[config.mk]
export PLATFORM = sky130hd
export DESIGN_NAME = mercury2_adc_reader_flat
export DESIGN_NICKNAME = d
export VERILOG_FILES = /design/src/rtl/mercury2_adc_reader_if.sv /design/src/rtl/mercury2_adc_reader.sv /design/src/flat_wrapper.sv
export SDC_FILE = /design/constraint.sdc
export NUM_CORES = 1
export LEC_CHECK = 0
export BUFFER_PORTS_ARGS = -buffer_cell sky130_fd_sc_hd__buf_4
export CAP_MARGIN = 25
export CORE_ASPECT_RATIO = 1.5
export CORE_MARGIN = 5
export CORE_UTILIZATION = 57
export CTS_CLUSTER_DIAMETER = 200
export DETAILED_ROUTE_END_ITERATION = 10
export PLACE_DENSITY = 0.88
export SYNTH_ARGS = -nofsm -noshare
export SYNTH_HDL_FRONTEND = slang
export SYNTH_SLANG_ARGS = --single-unit
[constraint.sdc]
create_clock -name clk_50MHZ -period 2.7 [get_ports clk_50MHZ]
set_clock_uncertainty 0.15 [all_clocks]
set_input_delay 0.135 -clock clk_50MHZ [delete_from_list [all_inputs] [get_ports clk_50MHZ]]
set_output_delay 0.135 -clock clk_50MHZ [all_outputs]
set_load 0.005 [all_outputs]
[src/rtl/mercury2_adc_reader_if.sv]
`timescale 1ns/1ps
`default_nettype none
// ============================================================================
// Module      : mercury2_adc_reader_if
// Description : Host-side handshake bundle for the Mercury2 ADC reader:
//               trigger/command in, Busy/result/status out.
// Revision    : 1.0  initial release
// ============================================================================
interface mercury2_adc_reader_if;
    logic       trigger;
    logic [2:0] channel;
    logic       single_ended;
    logic       Busy;
    logic [9:0] Dout;
    logic       DataValid;
    logic       NullBitError;

    // Host that requests conversions
    modport master (
        output trigger, channel, single_ended,
        input  Busy, Dout, DataValid, NullBitError
    );

    // ADC reader that services them
    modport slave (
        input  trigger, channel, single_ended,
        output Busy, Dout, DataValid, NullBitError
    );
endinterface
`default_nettype wire

[src/rtl/mercury2_adc_reader.sv]
`timescale 1ns/1ps
`default_nettype none
// ============================================================================
// Module      : mercury2_adc_reader
// Description : SPI master reading one 10-bit conversion from the Mercury2
//               MCP3008-style ADC per trigger. Sends start/mode/channel
//               command, captures null bit and D9..D0, then holds chip select
//               high for CsHighClocks before releasing Busy.
//               ClockFreq/(2*SckFreq) must be an integer >= 2;
//               CsHighClocks must be >= 1.
// Revision    : 1.0  initial release
// ============================================================================
module mercury2_adc_reader #(
    parameter int ClockFreq    = 50_000_000,
    parameter int SckFreq      = 1_000_000,
    parameter int CsHighClocks = 50
) (
    input  wire logic            clk_50MHZ,
    input  wire logic            reset,
    mercury2_adc_reader_if.slave host,
    output logic                 adc_csn,
    output logic                 adc_sck,
    output logic                 adc_din,
    input  wire logic            adc_dout
);

    // Clocks per SCK half-period
    localparam int H       = ClockFreq / (2 * SckFreq);
    localparam int CNT_MAX = (H > CsHighClocks) ? H : CsHighClocks;
    localparam int CW      = $clog2(CNT_MAX + 1);

    localparam logic [CW-1:0] HALF_LAST = CW'(H - 1);
    localparam logic [CW-1:0] CSH_LAST  = CW'(CsHighClocks - 1);

    // SCK pulse numbering: 1 = start bit, 7 = null bit, 17 = D0
    localparam logic [4:0] NULL_BIT  = 5'd7;
    localparam logic [4:0] FIRST_DAT = 5'd8;
    localparam logic [4:0] LAST_BIT  = 5'd17;

    localparam logic [2:0] S_IDLE     = 3'd0;
    localparam logic [2:0] S_SETUP    = 3'd1;
    localparam logic [2:0] S_SCK_HIGH = 3'd2;
    localparam logic [2:0] S_SCK_LOW  = 3'd3;
    localparam logic [2:0] S_CS_HIGH  = 3'd4;

    logic [2:0]    state_q, state_d;
    logic [CW-1:0] cnt_q, cnt_d;
    logic [4:0]    bit_q, bit_d;

    logic [3:0]    cmd_q, cmd_d;       // {single_ended, channel[2:0]}
    logic [9:0]    shift_q, shift_d;
    logic          null_q, null_d;

    logic          csn_q, csn_d;
    logic          sck_q, sck_d;
    logic          din_q, din_d;
    logic          busy_q, busy_d;
    logic [9:0]    dout_q, dout_d;
    logic          dv_q, dv_d;
    logic          nerr_q, nerr_d;

    logic          w_half_done;
    logic          w_csh_done;
    logic [4:0]    w_bit_next;
    logic          w_din_next;

    assign w_half_done = (cnt_q == HALF_LAST);
    assign w_csh_done  = (cnt_q == CSH_LAST);
    assign w_bit_next  = bit_q + 5'd1;

    // Command bit to present for the upcoming SCK pulse (after falling edge k)
    always_comb begin
        w_din_next = 1'b0;
        case (w_bit_next)
            5'd2:    w_din_next = cmd_q[3];
            5'd3:    w_din_next = cmd_q[2];
            5'd4:    w_din_next = cmd_q[1];
            5'd5:    w_din_next = cmd_q[0];
            default: w_din_next = 1'b0;
        endcase
    end

    // State, phase counter and pulse index registers
    always_ff @(posedge clk_50MHZ or posedge reset) begin
        if (reset) begin
            state_q <= S_IDLE;
            cnt_q   <= '0;
            bit_q   <= '0;
        end else begin
            state_q <= state_d;
            cnt_q   <= cnt_d;
            bit_q   <= bit_d;
        end
    end

    // Next-state: each SCK phase and the CS-high gap are timed by cnt_q
    always_comb begin
        state_d = state_q;
        cnt_d   = cnt_q + 1'b1;
        bit_d   = bit_q;
        case (state_q)
            S_IDLE: begin
                cnt_d = '0;
                if (host.trigger) begin
                    state_d = S_SETUP;
                    bit_d   = '0;
                end
            end
            S_SETUP: begin
                if (w_half_done) begin
                    state_d = S_SCK_HIGH;
                    cnt_d   = '0;
                    bit_d   = 5'd1;
                end
            end
            S_SCK_HIGH: begin
                if (w_half_done) begin
                    cnt_d   = '0;
                    state_d = (bit_q == LAST_BIT) ? S_CS_HIGH : S_SCK_LOW;
                end
            end
            S_SCK_LOW: begin
                if (w_half_done) begin
                    cnt_d   = '0;
                    state_d = S_SCK_HIGH;
                    bit_d   = w_bit_next;
                end
            end
            S_CS_HIGH: begin
                if (w_csh_done) begin
                    cnt_d   = '0;
                    state_d = S_IDLE;
                end
            end
            default: begin
                state_d = S_IDLE;
                cnt_d   = '0;
            end
        endcase
    end

    // Output/datapath next values; outputs change on the same edge as the state
    always_comb begin
        cmd_d   = cmd_q;
        shift_d = shift_q;
        null_d  = null_q;
        csn_d   = csn_q;
        sck_d   = sck_q;
        din_d   = din_q;
        busy_d  = busy_q;
        dout_d  = dout_q;
        dv_d    = 1'b0;
        nerr_d  = nerr_q;
        case (state_q)
            S_IDLE: begin
                if (host.trigger) begin
                    cmd_d  = {host.single_ended, host.channel};
                    csn_d  = 1'b0;
                    busy_d = 1'b1;
                    din_d  = 1'b1;      // start bit
                end
            end
            S_SETUP: begin
                if (w_half_done) begin
                    sck_d = 1'b1;       // rising edge 1, nothing to sample
                end
            end
            S_SCK_HIGH: begin
                if (w_half_done) begin
                    sck_d = 1'b0;
                    if (bit_q == LAST_BIT) begin
                        csn_d  = 1'b1;
                        din_d  = 1'b0;
                        dout_d = shift_q;
                        dv_d   = 1'b1;
                        nerr_d = null_q;
                    end else begin
                        din_d = w_din_next;
                    end
                end
            end
            S_SCK_LOW: begin
                if (w_half_done) begin
                    sck_d = 1'b1;
                    // Edge 6 is the ADC sample window; capture starts at 7
                    if (w_bit_next == NULL_BIT) begin
                        null_d = adc_dout;
                    end else if (w_bit_next >= FIRST_DAT) begin
                        shift_d = {shift_q[8:0], adc_dout};
                    end
                end
            end
            S_CS_HIGH: begin
                if (w_csh_done) begin
                    busy_d = 1'b0;
                end
            end
            default: begin
                csn_d  = 1'b1;
                sck_d  = 1'b0;
                din_d  = 1'b0;
                busy_d = 1'b0;
            end
        endcase
    end

    // Registered outputs and datapath
    always_ff @(posedge clk_50MHZ or posedge reset) begin
        if (reset) begin
            cmd_q   <= '0;
            shift_q <= '0;
            null_q  <= 1'b0;
            csn_q   <= 1'b1;
            sck_q   <= 1'b0;
            din_q   <= 1'b0;
            busy_q  <= 1'b0;
            dout_q  <= '0;
            dv_q    <= 1'b0;
            nerr_q  <= 1'b0;
        end else begin
            cmd_q   <= cmd_d;
            shift_q <= shift_d;
            null_q  <= null_d;
            csn_q   <= csn_d;
            sck_q   <= sck_d;
            din_q   <= din_d;
            busy_q  <= busy_d;
            dout_q  <= dout_d;
            dv_q    <= dv_d;
            nerr_q  <= nerr_d;
        end
    end

    assign adc_csn           = csn_q;
    assign adc_sck           = sck_q;
    assign adc_din           = din_q;
    assign host.Busy         = busy_q;
    assign host.Dout         = dout_q;
    assign host.DataValid    = dv_q;
    assign host.NullBitError = nerr_q;

endmodule
`default_nettype wire

[src/flat_wrapper.sv]
// flat-port wrapper written by rule: the top's interface ports become plain ports
module mercury2_adc_reader_flat 
#(
    parameter int ClockFreq    = 50_000_000,
    parameter int SckFreq      = 1_000_000,
    parameter int CsHighClocks = 50
)
  (clk_50MHZ, reset, adc_csn, adc_sck, adc_din, adc_dout, host_trigger, host_channel, host_single_ended, host_Busy, host_Dout, host_DataValid, host_NullBitError);
  mercury2_adc_reader_if host_i ();
  input  wire logic clk_50MHZ;
  input  wire logic reset;
  output logic adc_csn;
  output logic adc_sck;
  output logic adc_din;
  input  wire logic adc_dout;
  input wire logic [$bits(host_i.trigger)-1:0] host_trigger;
  input wire logic [$bits(host_i.channel)-1:0] host_channel;
  input wire logic [$bits(host_i.single_ended)-1:0] host_single_ended;
  output wire logic [$bits(host_i.Busy)-1:0] host_Busy;
  output wire logic [$bits(host_i.Dout)-1:0] host_Dout;
  output wire logic [$bits(host_i.DataValid)-1:0] host_DataValid;
  output wire logic [$bits(host_i.NullBitError)-1:0] host_NullBitError;
  assign host_i.trigger = host_trigger;
  assign host_i.channel = host_channel;
  assign host_i.single_ended = host_single_ended;
  assign host_Busy = host_i.Busy;
  assign host_Dout = host_i.Dout;
  assign host_DataValid = host_i.DataValid;
  assign host_NullBitError = host_i.NullBitError;
  mercury2_adc_reader #(.ClockFreq(ClockFreq), .SckFreq(SckFreq), .CsHighClocks(CsHighClocks)) u_core (.clk_50MHZ(clk_50MHZ), .reset(reset), .host(host_i), .adc_csn(adc_csn), .adc_sck(adc_sck), .adc_din(adc_din), .adc_dout(adc_dout));
endmodule
==> out/qor.csv <==
metric,value,unit
final-report max-slew violation count,0,
RR Endpoint,u_core.shift_q[5],
clk buf depth,2,
power share of the combinational group,17.8,%
GRT Residual Overflow,0,
multi-input logic area,961,um2
P_int,1130,uW
Post-CTS Setup Bufs,0,
register area share after synthesis,52.3,%
Clock power frac,32.8,%
# nets final,231,
fill cell count,248,
clock root buffer,clkbuf_8,
share of cells above drive strength 1,34.3,%
WL per Instance,16.6,um
syn_nets,195,
CP Max Fanout,10,
Starting Density,58.5,%
flop2flop setup slack,0.40,ns
Sw Ratio,27.8,%
hold path start,host_trigger,
Seq cells post-synth,45,
CTS H-tree depth,2,
CTS Buf Count,5,
"CTS clk-pin slew, worst paths",0.09,ns
I/O pin cnt,24,
busiest grt layer,met2,
Critical Path RT,2.74,ns
worst skew pair latency,0.30,ns
Register Area,0.00113,mm2
Mapped Cells,179,
Syn-to-layout area delta,20.3,%
GR Layer Usage met1,24.7,%
VDD IR max,0.492,mV
Tightest Hold Check Type,in2reg,
DR vias/cell,5.82,
Critical Path End Type,flop,
largest net degree at the start of global routing,19,
Placeable Area,0.00368,mm2
P_sw,435,uW
vias post-DR,1507,
most frequent cells in the layout,"44 x dfrtp_1, 29 x buf_4, 27 x mux2_2, 11 x nor2_1",
DRT Pass-1 Iters,4,
slowest stage cell on the critical path,dfrtp_1,
Worst Max-Slew Pin Slew,0.574,ns
vias in the first global route,1582,
die height,85.3,um
Std-Cell Rows,27,
power density over cell area,602,mW/mm2
RSZ-0062 raised after global routing,false,
crit path DAT,2.34,ns
Setup WS pre-CTS,0.406,ns
drt drc,0,
Die Area,0.00514,mm2
asr flop ratio synth,100,%
total track usage,19.1,%
PortBufs,23,
Crit path largest cell delay,0.45,ns
synthesized area per cell,12.0,um2
crit path cell chain,ha_1 -> or3b_2 -> a21oi_1 -> nor4_4 -> buf_4 -> mux2_2,
reg2reg path depth,6,
Setup crit start kind,flop,
CTS tree,done,
Synth cell types,47,
drt total wl,4.30,mm
met2 Usage GRT,30.5,%
Detail Route Antenna Nets,0,
FF-to-FF Start,u_core.bit_q[1],
first-pass GRT wire length,7.43,mm
number of setup violations in the final report,0,
initial antenna violation count,0,
post-route setup slack,0.396,ns
Synthesis Warnings,0,
Post-Synthesis Cell Area,0.00216,mm2
met3 usage,4.57,%
Die Width,60.2,um
Crit Path Class,reg2reg,
max-cap check violation count,0,
GP Congestion,0.837,
Slew headroom,61.5,%
ys flop type,dfrtp_1,
"commonest non-fill, non-tap cell in the layout",dfrtp_1,
drt first-iter violations,32,
"EDFF count, synth",0,
status,finished clean,
setup TNS,0,ns
HPWL after DPL,3.01,mm
worst hold stages,3,
worst hold path endpoint,u_core.bit_q[0],
sequential power share,49.4,%
fmax,434,MHz
Leak,0.00125,uW
post-route minimum period,2.30,ns
Clock Sinks,45,
antenna cell count,0,
"Hold Violations, Final",0,
final worst path period share,85.3,%
[worst max-delay path by stage]
stage | cells past startpoint | to | slack, ns | from
floorplan | 5 | u_core.shift_q[0] | 0.59 | u_core.cnt_q[2]
global placement | 6 | u_core.shift_q[2] | 0.48 | u_core.bit_q[1]
detailed placement | 6 | u_core.shift_q[4] | 0.41 | u_core.bit_q[1]
CTS | 6 | u_core.shift_q[5] | 0.39 | u_core.bit_q[1]
global route | 6 | u_core.shift_q[6] | 0.28 | u_core.bit_q[1]
finish | 6 | u_core.shift_q[5] | 0.40 | u_core.bit_q[1]
[critical path: cells and delay by family, from the launching register on]
family                   cells  cell delay, ns
adder cells (fa/ha/maj)      1            0.26
AND/OR/NAND/NOR              2            0.52
multiplexers                 1            0.29
AO/OA/AOI/OAI                1            0.31
flip-flops                   1            0.45
buffers and inverters        1            0.20
[metrics by stage]
stage,instance area (um2),cells,power (uW),utilization [%],hold slack [ns]
after floorplan,2160,179,981,-,0.135
after global routing,2590,259,1660,70.4,0.0838
after detailed placement,2420,245,1050,65.7,0.00495
final,2590,259,1560,70.4,0.0636
after global placement,2390,244,1040,65.0,0.154
after CTS,2590,259,1570,70.4,0.0580
[Yosys cell counts (2+ instances only)]
| cell | n | area, um2 |
|---|---|---|
| inv_1 | 9 | 33.8 |
| nand3_1 | 8 | 40.0 |
| ha_1 | 8 | 100 |
| a31oi_1 | 3 | 18.8 |
| xnor2_1 | 2 | 17.5 |
| dfrtp_1 | 44 | 1100 |
| nor2_1 | 11 | 41.3 |
| a22oi_1 | 2 | 15.0 |
| o21ai_0 | 4 | 20.0 |
| nor3_1 | 2 | 10.0 |
| nand2b_1 | 2 | 12.5 |
| nand2_1 | 6 | 22.5 |
| and3_1 | 4 | 25.0 |
| nor2b_1 | 2 | 12.5 |
| nand3b_1 | 2 | 15.0 |
| and4bb_2 | 3 | 37.5 |
| a21oi_1 | 5 | 25.0 |
| buf_2 | 3 | 15.0 |
| xor2_1 | 3 | 26.3 |
| clkbuf_1 | 3 | 11.3 |
| mux2_2 | 27 | 304 |
[power by group through the flow]
stage	Combinational [uW]	Clock, uW	Sequential (uW)
final	277	513	772
after global placement	257	0	785
after CTS	278	522	773
after floorplan	219	0	762
after global routing	316	559	782
after detailed placement	268	0	786
[registers in the layout (all words and copies together) (netlist names)]
signal,count
u_core.adc_csn,1
u_core.adc_din,1
u_core.adc_sck,1
u_core.bit_q,5
u_core.cmd_q,4
u_core.cnt_q,6
u_core.host.Busy,1
u_core.host.DataValid,1
u_core.host.Dout,10
u_core.host.NullBitError,1
u_core.null_q,1
u_core.shift_q,10
u_core.state_q,3
[cell type report]
class,instances,share of cell area (%)
Tap cell,43,2.07
Sequential cell,45,43.5
Clock buffer,5,2.65
Timing Repair Buffer,36,11.8
Inverter,9,1.30
Multi-Input combinational cell,118,37.0
Clock inverter,3,1.69
[routing by layer]
layer / wire, um / vias to the layer above
li1: - / 714
met1: 1730 / 753
met2: 2320 / 31
met3: 158 / 9
met4: 82 / 0
met5: 0 / -
[kinds of logic after synthesis]
family                   Yosys count  share of synthesized area (%)
AND/OR/NAND/NOR                   50                           14.6
flip-flops                        45                           52.3
multiplexers                      28                           14.6
AO/OA/AOI/OAI                     27                           8.71
buffers and inverters             16                           3.13
adder cells (fa/ha/maj)            8                           4.64
XOR/XNOR                           5                           2.03
[what timing repair did]
| item | CTS | global route |
|---|---|---|
| hold buffers | 6 | 0 |
| endpoints found under the hold margin | 35 | 0 |
| resized for setup | 0 | 0 |
No activity file was read; power rests on OpenSTA's default activity.
